File: config.mk
export PLATFORM = sky130hd
export DESIGN_NAME = uart_boot_loader
export DESIGN_NICKNAME = d
export VERILOG_FILES = /design/src/rtl/uart_boot_loader.sv
export SDC_FILE = /design/constraint.sdc
export NUM_CORES = 1
export LEC_CHECK = 0
export BUFFER_PORTS_ARGS = -buffer_cell sky130_fd_sc_hd__buf_4
export CAP_MARGIN = 10
export CORE_MARGIN = 1
export CORE_UTILIZATION = 55
export CTS_BUF_LIST = sky130_fd_sc_hd__clkbuf_16
export DETAILED_ROUTE_END_ITERATION = 6
export GPL_TIMING_DRIVEN = 0
export PLACE_DENSITY = 0.76
export SYNTH_ARGS = -nofsm -noshare
export SYNTH_HDL_FRONTEND = slang
export SYNTH_SLANG_ARGS = --single-unit
File: constraint.sdc
create_clock -name clk -period 2.5 [get_ports clk]
set_input_delay 0.5 -clock clk [delete_from_list [all_inputs] [get_ports clk]]
set_output_delay 0.5 -clock clk [all_outputs]
set_load 0.01 [all_outputs]
File: src/rtl/uart_boot_loader.sv
// uart_boot_loader: receives a length-prefixed little-endian image over UART and writes it into the instruction ROM
module uart_boot_loader #(
  parameter int          CLKS_PER_BIT = 868,
  parameter int          ROM_WORDS    = 4096,
  parameter logic [31:0] BASE_ADDR    = 32'h0000_0000
) (
  input  logic        clk,
  input  logic        rst,
  input  logic        uart_rx,
  output logic        rom_we,
  output logic [31:0] rom_wraddr,
  output logic [31:0] rom_wdata,
  output logic        cpu_hold,
  output logic        boot_done,
  output logic        boot_err
);
  localparam int CW = $clog2(CLKS_PER_BIT);
  localparam int IW = $clog2(ROM_WORDS) + 1;
  localparam logic [CW-1:0] HALF = CW'(CLKS_PER_BIT / 2 - 1);
  localparam logic [CW-1:0] FULL = CW'(CLKS_PER_BIT - 1);
  typedef enum logic [1:0] {RX_IDLE, RX_START, RX_DATA, RX_STOP} rx_state_t;
  typedef enum logic [1:0] {HDR, DATA, DONE, ERR} ld_state_t;
  logic [1:0]    sync_q;
  rx_state_t     rx_st_q, rx_st_d;
  logic [CW-1:0] cnt_q, cnt_d;
  logic [2:0]    bit_q, bit_d;
  logic [7:0]    sh_q, sh_d;
  logic          byte_valid, frame_err;
  ld_state_t     ld_q, ld_d;
  logic [1:0]    bi_q, bi_d;
  logic [IW-1:0] idx_q, idx_d;
  logic [31:0]   wc_q, wc_d, asm_q, asm_d, waddr_q, waddr_d, wdata_q, wdata_d;
  logic          we_q, we_d;
  logic          active;
  always_ff @(posedge clk) begin
    if (rst) begin
      sync_q  <= 2'b11;
      rx_st_q <= RX_IDLE;
      cnt_q   <= '0;
      bit_q   <= '0;
      sh_q    <= '0;
      ld_q    <= HDR;
      bi_q    <= '0;
      idx_q   <= '0;
      wc_q    <= '0;
      asm_q   <= '0;
      waddr_q <= BASE_ADDR;
      wdata_q <= '0;
      we_q    <= 1'b0;
    end else begin
      sync_q  <= {sync_q[0], uart_rx};
      rx_st_q <= rx_st_d;
      cnt_q   <= cnt_d;
      bit_q   <= bit_d;
      sh_q    <= sh_d;
      ld_q    <= ld_d;
      bi_q    <= bi_d;
      idx_q   <= idx_d;
      wc_q    <= wc_d;
      asm_q   <= asm_d;
      waddr_q <= waddr_d;
      wdata_q <= wdata_d;
      we_q    <= we_d;
    end
  end
  // Start bit is re-checked at half a bit so a short low glitch yields no byte
  always_comb begin
    rx_st_d    = rx_st_q;
    cnt_d      = cnt_q + 1'b1;
    bit_d      = bit_q;
    sh_d       = sh_q;
    byte_valid = 1'b0;
    frame_err  = 1'b0;
    case (rx_st_q)
      RX_IDLE: begin
        cnt_d = '0;
        bit_d = '0;
        if (!sync_q[1]) rx_st_d = RX_START;
      end
      RX_START: if (cnt_q == HALF) begin
        cnt_d   = '0;
        rx_st_d = sync_q[1] ? RX_IDLE : RX_DATA;
      end
      RX_DATA: if (cnt_q == FULL) begin
        cnt_d = '0;
        sh_d  = {sync_q[1], sh_q[7:1]};
        bit_d = bit_q + 1'b1;
        if (bit_q == 3'd7) rx_st_d = RX_STOP;
      end
      RX_STOP: if (cnt_q == FULL) begin
        byte_valid = sync_q[1];
        frame_err  = !sync_q[1];
        rx_st_d    = RX_IDLE;
      end
      default: rx_st_d = RX_IDLE;
    endcase
  end
  assign active = (ld_q == HDR) || (ld_q == DATA);
  always_comb begin
    ld_d    = ld_q;
    bi_d    = bi_q;
    idx_d   = idx_q;
    wc_d    = wc_q;
    asm_d   = asm_q;
    waddr_d = waddr_q;
    wdata_d = wdata_q;
    we_d    = 1'b0;
    if (active && frame_err) ld_d = ERR;
    else if (active && byte_valid) begin
      asm_d = {sh_q, asm_q[31:8]};
      bi_d  = bi_q + 1'b1;
      if (bi_q == 2'd3 && ld_q == HDR) begin
        wc_d  = asm_d;
        idx_d = '0;
        ld_d  = (asm_d == '0) ? DONE : (asm_d > 32'(ROM_WORDS)) ? ERR : DATA;
      end else if (bi_q == 2'd3) begin
        we_d    = 1'b1;
        waddr_d = BASE_ADDR + (32'(idx_q) << 2);
        wdata_d = asm_d;
        idx_d   = idx_q + 1'b1;
        ld_d    = (32'(idx_q) == wc_q - 32'd1) ? DONE : DATA;
      end
    end
  end
  assign rom_we     = we_q;
  assign rom_wraddr = waddr_q;
  assign rom_wdata  = wdata_q;
  assign cpu_hold   = ld_q != DONE;
  assign boot_done  = ld_q == DONE;
  assign boot_err   = ld_q == ERR;
endmodule

# Word level (Yosys, flattened, before mapping)
# Cells that the tools add are included.
# Widths: inputs -> output; s select.
[op_classes] n_reduce_logical=21 n_addsub=5 n_bitwise=3 n_mux=26 eq_ne=17 n_lt_le_gt_ge=1
[ops] op="$eq 13x32->1" n=1
[ops] op="$gt 32x13->1 const B" n=1
[ops] op="$logic_not 32->1" n=1
[ops] op="$sub 32x1->32 const B" n=1
[ops] op="$pmux 10 s3" n=1
[ops] op="$mux 13" n=2
[ops] op="$mux 2" n=13
[ops] op="$mux 10" n=2
[ops] op="$add 13x1->13 const B" n=1
[ops] op="$ne 2x2->1 const B" n=6
[ops] op="$add 10x1->10 const B" n=1
[ops] op="$eq 10x10->1 const B" n=1
[ops] op="$eq 10x9->1 const B" n=1
[ops] op="$eq 2x2->1 const B" n=5
[ops] op="$pmux 2 s4" n=1
[ops] op="$reduce_and 2->1" n=4
[ops] op="$pmux 3 s2" n=1
[ops] op="$reduce_and 3->1" n=2
[ops] op="$reduce_bool 2->1" n=3
[ops] op="$mux 1" n=5
[ops] op="$reduce_and 5->1" n=1
[ops] op="$eq 2x1->1 const B" n=2
[ops] op="$logic_not 2->1" n=2
[ops] op="$reduce_and 4->1" n=1
[ops] op="other kinds (10)" n=14
[totals] wordCells=86 input_bits=3 reg_bits=152

# Logic depth before layout (Yosys ltp)
# Gate-level depths: netlist of the first run.
[depth] word_depth=7 depth_mapped=11 depth_no_buf=8

# Worst setup path before layout of the first run
# OpenSTA, ideal clock, no wires.
[synth_path] path_kind="reg-to-reg" startpoint="reg cnt_q[0]" endpoint="reg waddr_q[11] (netlist: rom_wraddr[11])" arrival_time_ps=2005 period_less_slack_ps=2137 setup_slack_ps=363 stages_incl_launch_ff=12 setup_ps=132 cell_sequence="dfxtp_1 ha_1 and4bb_2 and4_1 buf_2 and4_1 buf_4 and3_1 buf_6 buf_6 nand2_1 a21oi_1"
[synth_via] elab_chain_len=6
[synth_rtl] item="start: declaration" line_no="25" text="logic [CW-1:0] cnt_q, cnt_d;"
[synth_rtl] item="start signal: assignment" line_no="53" text="cnt_q <= cnt_d;"
[synth_rtl] item="$eq 10x10->1 (*)" line_no="90" text="RX_STOP: if (cnt_q == FULL) begin"
[synth_rtl] item="$mux 1" line_no="90"
[synth_rtl] item="$mux 1" line_no="74" text="case (rx_st_q)"
[synth_rtl] item="$logic_and 1x1->1" line_no="108" text="if (active && frame_err) ld_d = ERR;"
[synth_rtl] item="$not 1->1 (no line)"
[synth_rtl] item="$reduce_and 4->1 (no line) (*)"
[synth_rtl] item="end signal: assignment" line_no="61" text="waddr_q <= waddr_d;"
[synth_rtl] item="end: declaration" line_no="32" text="logic [31:0] wc_q, wc_d, asm_q, asm_d, waddr_q, waddr_d, wdata_q, wdata_d;"
# Every way passes the cells marked *; elsewhere a longest branch is shown, timed or not.
# A chain may end at the register's enable or synchronous reset.

# Worst setup path after layout of the first run
[layout_path] startpoint="reg wc_q[0]" endpoint="reg ld_q[0]"
[layout_via] elab_chain_len=7
[layout_rtl] item="start: declaration" line_no="32"
[layout_rtl] item="start signal: assignment" line_no="59" text="wc_q <= wc_d;"
[layout_rtl] item="$sub 32x1->32" line_no="121" text="ld_d = (32'(idx_q) == wc_q - 32'd1) ? DONE : DATA;"
[layout_rtl] item="$eq 13x32->1" line_no="121"
[layout_rtl] item="$mux 2" line_no="121"
[layout_rtl] item="$mux 2" line_no="116" text="end else if (bi_q == 2'd3) begin"
[layout_rtl] item="$mux 2" line_no="112" text="if (bi_q == 2'd3 && ld_q == HDR) begin"
[layout_rtl] item="$mux 2" line_no="109" text="else if (active && byte_valid) begin"
[layout_rtl] item="$mux 2" line_no="108"
[layout_rtl] item="end signal: assignment" line_no="56" text="ld_q <= ld_d;"
[layout_rtl] item="end: declaration" line_no="29" text="ld_state_t ld_q, ld_d;"
# No other way between the ends. The select of a mux whose other input is x is not followed.

==> results.md, run 1 <==
* Vias in the first global route at 5,343
* Worst skew pair latency at 420 ps
* Fin crit period at 2390 ps
* CTS Sinks at 144
* Mean Syn Cell Area at 7.87 um^2
* Reg area at 0.00289 mm^2
* Normalized max-slew margin at 54.0%
* Die X at 110 um
* Critical Path RT at 2810 ps
* Number of port buffers at 50
* Final #Nets at 909
* Routability cong. at 0.838
* Ratio of cells with drive above 1 in the final layout at 14.5%
* CTS tree: yes
* Main combinational cell family by area after synthesis: simple AND/OR/NAND/NOR gates
* CP Max Fanout at 5
* N_diodes at 0
* Die area at 0.0120 mm^2
* Post-synth EDFFs at 0
* Post-Syn Area at 0.00638 mm^2
* Pwr/cell area at 650 mW/mm^2
* Final Max Tran Viols at 0
* Fmax at 419 MHz
* Slowest stage delay, CP at 550 ps
* Worst-path clk slew at 60 ps
* WL final at 15,700 um
* CP endpoint kind: flip-flop
* DP Wirelength at 11,400 um
* Cell count after placement at 1,019
* Synth Area in Adders at 1.57%
* Kind of critical path: reg -> reg
* XOR/XNOR Fraction of Synth Area at 5.21%
* Multi-input gate area at 0.00319 mm^2
* Synth Area in Simple Gates at 27.6%
* Design Power at 4.96 mW
* Pre-antenna DRT Iters at 5
* Final Core Density at 68.9%
* DRT antenna net count at 0
* Register area share after synthesis at 45.2%
* First-pass GRT wire length at 25,300 um
* DRC Markers at 0
* Die Y at 110 um
* Synth unique cells at 57
* Initial antenna violation count at 0
* Slowest-stage cell, CP: or4_1
* CTS max path bufs at 2
* Hold_buf cts at 0
* Place WS at -115 ps
* Compound-gate portion of the synthesized area at 12.9%
* Fill cells at 956
* Area Overhead vs Synth at 19.6%
* DR iter-0 viols at 423
* Synth Instances at 811
* Starting density of the core at 57.6%
* Critical-path cell list: inv_1, ha_1, nor4b_4, nand2_1, or4_1, a211oi_2, o2111ai_2, o21a_1
* GRT Total Usage at 27.8%
* Tcrit/Tclk final at 95.5%
* Number of CTS-inserted buffers at 17
* # rows at 38
* Crit path max-delay family: simple AND/OR/NAND/NOR gates
* Ys async rst share at 0%
* Clock skew at 5.48 ps
* Via density at 5.49
* WL/cell at 15.0 um
* I/O pin count at 71
* Most common flop cell mapped by yosys: dfxtp_1
* Grt total ovfl at 0
* Outcome: completed
* Register bit total from synthesis at 144
* CTS H-tree lvls at 4
* Warnings from Yosys at 0
* Worst IR Drop VDD at 0.589 mV
* Setup WS post-layout at 112 ps
* Setup Viol. Count Final at 0
* P_leak at 2.84 nW
* CP bufs+invs at 1
* Layout Cells excl Fill at 1,051
* Post-route cell area at 0.00763 mm^2
* Critical path startpoint category: flip-flop
* Via count at 5,773
* Max-Cap Viols at 0
* Worst Tran Pin Value at 684 ps
* Area of placed instances at 0.00700 mm^2
* Min-Delay Path Class: in -> reg
* CP arrival at 2700 ps
* Root Buffer: clkbuf_16
* Largest net degree at the start of global routing at 17
* Post-synthesis mux area share at 0.960%
* Core area at 0.0111 mm^2
* Fin. Hold Viols at 0
* RSZ-0062 raised after global routing: no
## Yosys cell counts (6+ instances only)
| library cell | instances | area (um^2) |
|---|---|---|
| a21oi_1 | 116 | 581 |
| nand3_1 | 14 | 70.1 |
| clkbuf_1 | 32 | 120 |
| nor3_1 | 9 | 45.0 |
| ha_1 | 8 | 100 |
| or3_1 | 6 | 37.5 |
| nor4_1 | 11 | 68.8 |
| dfxtp_1 | 144 | 2880 |
| nor2_1 | 50 | 188 |
| nand2_1 | 237 | 890 |
| xor2_1 | 14 | 123 |
| nand4_1 | 15 | 93.8 |
| inv_1 | 11 | 41.3 |
| xnor2_1 | 24 | 210 |
| buf_2 | 8 | 40.0 |
| buf_4 | 21 | 158 |
## what timing repair did
action | CTS | global route
setup buffers | 0 | 0
pin swaps | 0 | 1
endpoints found under the setup margin | 62 | 85
gates resized for setup | 4 | 12
cloned | 0 | 0
## state kept, by name, summed over array words and instances, names as in the netlist, named ones only
name	count
asm_q	24
ld_q	2
rom_wdata	32
wc_q	32
cnt_q	10
rom_wraddr	13
rom_we	1
rx_st_q	1
bi_q	2
idx_q	13
sh_q	8
bit_q	3
sync_q	2
## final timing paths
kind / startpoint / to / slack (ps) / cells after the start
setup / recovery: wc_q[0] / ld_q[0] / 110 / 8
hold / removal: uart_rx / sync_q[0] / 260 / 2
setup reg to reg: wc_q[0] / ld_q[0] / 110 / 8
hold reg to reg: sync_q[0] / sync_q[1] / 410 / 1
## cells in the final DEF, fill, tap and decap left out, types with 13 or more instances in the layout
master	netlist	final
a21oi_1	116	116
buf_4	21	72
conb_1	1	19
inv_1	11	13
nand4_1	15	15
nor2_1	50	49
clkbuf_1	32	30
nand2_1	237	237
clkbuf_16	0	17
xor2_1	14	14
xnor2_1	24	24
dfxtp_1	144	142
nand3_1	14	13
## per-layer routing
metal  vias up  wire length (um)  part of all wire (%)  track usage, %
met4         0               333                   2.1            11.0
li1       2874                 -                     -               -
met5         -                 0                     0               0
met1      2727              6950                    44            34.2
met3        24               800                   5.1            7.41
met2       148              7640                    49            46.0
## logic make-up (layout without fill, tap and decap cells)
logic type | count (synthesis) | count (layout)
AOI/OAI and AO/OA | 148 | 148
xor gates and xnor gates | 38 | 38
adders and majority gates | 8 | 8
buffers and inverters | 78 | 160
DFF | 144 | 144
muxes | 6 | 6
other | 1 | 19
and+or+nand+nor | 388 | 388
## metrics by stage
step	hold slack [ps]	setup TNS, ps
2_1_floorplan	389	0
3_5_place_dp	399	-2230
4_1_cts	248	0
3_3_place_gp	392	-0.0517
6_report	264	0
5_1_grt	244	0
## power by group
part / switching [mW] / internal, mW / total [mW]
combinational: 0.109 / 0.0571 / 0.166
sequential: 0.00898 / 2.31 / 2.32
clock: 0.941 / 1.54 / 2.48
## final cells by class
class / instances / area share, %
Tap cell: 140 / 2.30
Clock buffer: 17 / 5.57
Buffer: 67 / 5.02
Clock inverter: 15 / 1.97
Sequential cell: 144 / 37.8
Timing Repair Buffer: 50 / 4.92
Inverter: 11 / 0.541
Multi-Input combinational cell: 607 / 41.9
(Power assumes the default switching activity.)
==> inputs of run 2 (changes only) <==
Settings changed: REMOVE_ABC_BUFFERS from default to 1.
==> results.md, run 2 (synthesized netlist as in run 1, its figures left out) <==
* Kind of critical path: reg -> reg
* Grt total ovfl at 0 (unchanged)
* WL final at 16,000 um (+2.0%)
* I/O pin count at 71 (unchanged)
* Routability cong. at 0.875 (+4.4%)
* Hold-critical path endpoint: sync_q[0]
* Hold_buf cts at 0 (unchanged)
* Fin. Hold Viols at 0 (unchanged)
* CTS tree: yes
* Clock skew at 7.28 ps (+1.80 ps)
* Worst IR Drop VDD at 0.839 mV (+43%)
* Root Buffer: clkbuf_16
* Met1 GRT Util at 33.0% (-1.2 points)
* Commonest non-fill, non-tap cell in the layout: nand2_1
* Setup Viol. Count Final at 0 (unchanged)
* Die Y at 110 um (unchanged)
* Worst skew pair latency at 420 ps (about the same)
* Setup WS post-layout at 76.4 ps (-36.0 ps)
* WL/cell at 16.1 um (+7.5%)
* Via count at 5,662 (-1.9%)
* CTS max path bufs at 2 (unchanged)
* Layout Cells excl Fill at 997 (-5.1%)
* GRT Total Usage at 27.1% (-0.71 points)
* DRT antenna net count at 0 (unchanged)
* Fin crit period at 2420 ps (+36.0 ps)
* Die area at 0.0120 mm^2 (unchanged)
* Min-Delay Path Class: in -> reg
* CTS Sinks at 144 (unchanged)
* Hold-critical path depth at 2 (unchanged)
* Min-delay src: uart_rx
* Ratio of cells with drive above 1 in the final layout at 14.5% (-0.020 points)
* CP arrival at 2760 ps (+60 ps)
* CP Max Fanout at 13 (+8)
* Core area at 0.0111 mm^2 (unchanged)
* Place WS at -919 ps (-805 ps)
* Reg2reg end: wc_q[31]
* Worst Tran Pin Value at 1230 ps (+547 ps)
* Most frequent cells in the layout: nand2_1 (235), dfxtp_1 (143), a21oi_1 (116)
* Multi-input gate area at 0.00333 mm^2 (+4.2%)
* Reg2reg setup slack at 80 ps (-40 ps)
* Worst-path clk slew at 60 ps (about the same)
* Area Overhead vs Synth at 16.4%
* Global route hottest layer: met2
* WHS at 262 ps (-1.92 ps)
* Via density at 5.68 (+3.4%)
* Vias in the first global route at 5,079 (-4.9%)
* Number of port buffers at 51 (+2.0%)
* Number of CTS-inserted buffers at 17 (unchanged)
* Critical path startpoint category: flip-flop
* Fmax at 413 MHz (-1.5%)
* Tcrit/Tclk final at 96.9% (+1.4 points)
* Final Max Tran Viols at 0 (unchanged)
* Largest net degree at the start of global routing at 125 (+108)
* DRC Markers at 0 (unchanged)
* Outcome: completed
* CTS H-tree lvls at 4 (unchanged)
* N_diodes at 0 (unchanged)
* DP Wirelength at 9310 um (-18%)
* Max-Cap Viols at 0 (unchanged)
* Fill cells at 917 (-4.1%)
* First-pass GRT wire length at 24,800 um (-1.8%)
* P_leak at 2.66 nW (-6.1%)
* Cell count after placement at 954 (-6.4%)
* Reg area at 0.00288 mm^2 (-0.13%)
* Pre-antenna DRT Iters at 5 (unchanged)
* Pwr/cell area at 644 mW/mm^2 (-0.97%)
* Final #Nets at 856 (-5.8%)
* Starting density of the core at 57.6% (unchanged)
* Initial antenna violation count at 0 (unchanged)
* # rows at 38 (unchanged)
* Register-to-Register Path Depth at 8 (unchanged)
* DR iter-0 viols at 413 (-2.4%)
* Met2 Track Usage GR at 45.5% (-0.58 points)
* Critical Path RT at 2830 ps (+20 ps)
* GR Layer Usage met3 at 6.99% (-0.41 points)
* Die X at 110 um (unchanged)
* Normalized max-slew margin at 17.9% (-36 points)
* RR Startpoint: cnt_q[0]
* CP endpoint kind: flip-flop
-- run 2: final cells by class --
class,count,area share (%)
Clock buffer,17,5.73
Clock inverter,14,1.60
Inverter,11,0.556
Multi-Input combinational cell,613,44.8
Sequential cell,144,38.8
Tap cell,140,2.36
Timing Repair Buffer,58,6.13
-- run 2: per-stage QoR --
step	setup TNS [ps]	utilization, %	power, mW	cell area [um^2]
floorplan	-39010	-	2.44	6070
global placement	-109550	59.9	2.48	6630
detailed placement	-70190	60.1	2.49	6660
CTS	-26.1	66.2	4.80	7330
global route	-59.4	67.1	4.93	7430
finish	0	67.1	4.78	7430
-- run 2: per-layer routing --
layer  vias up  part of all wire (%)  routed length, um
met2       181                    50               7960
met1      2678                    42               6810
met3        31                   5.6                901
met4         0                   2.3                364
li1       2772                     -                  -
met5         -                     0                  0
-- run 2: worst max path at each step --
stage              from            end  slack, ps
2_1_floorplan  cnt_q[0]   rom_wdata[0]       -490
3_3_place_gp   cnt_q[0]       wc_q[30]      -1340
3_5_place_dp   cnt_q[0]  rom_wdata[17]       -920
4_1_cts        cnt_q[0]  rom_wdata[15]        -30
5_1_grt        cnt_q[0]       wc_q[31]        -20
6_report       cnt_q[0]       wc_q[31]         80
-- run 2: worst max-delay path, cell delays in order, from the launching register on --
cell      delay (ps)
dfxtp_1          390
ha_1             280
and4bb_2         300
and4_2           380
nand4_4          300
nor2_4           240
buf_4            180
nand2_1           80
a21oi_1          180
-- run 2: timing repair --
action | in CTS | in global routing
gates resized for setup | 16 | 11
hold endpoints to repair | 0 | 0
setup endpoints to repair | 105 | 91
pin swaps | 4 | 3
gates cloned | 4 | 2
buffers inserted | 3 | 3
-- run 2: power by group --
group / switching [mW] / internal (mW) / leakage (nW)
Combinational: 0.0722 / 0.0331 / 1.25
Clock: 0.977 / 1.35 / 0.258
Sequential: 0.0419 / 2.31 / 1.16
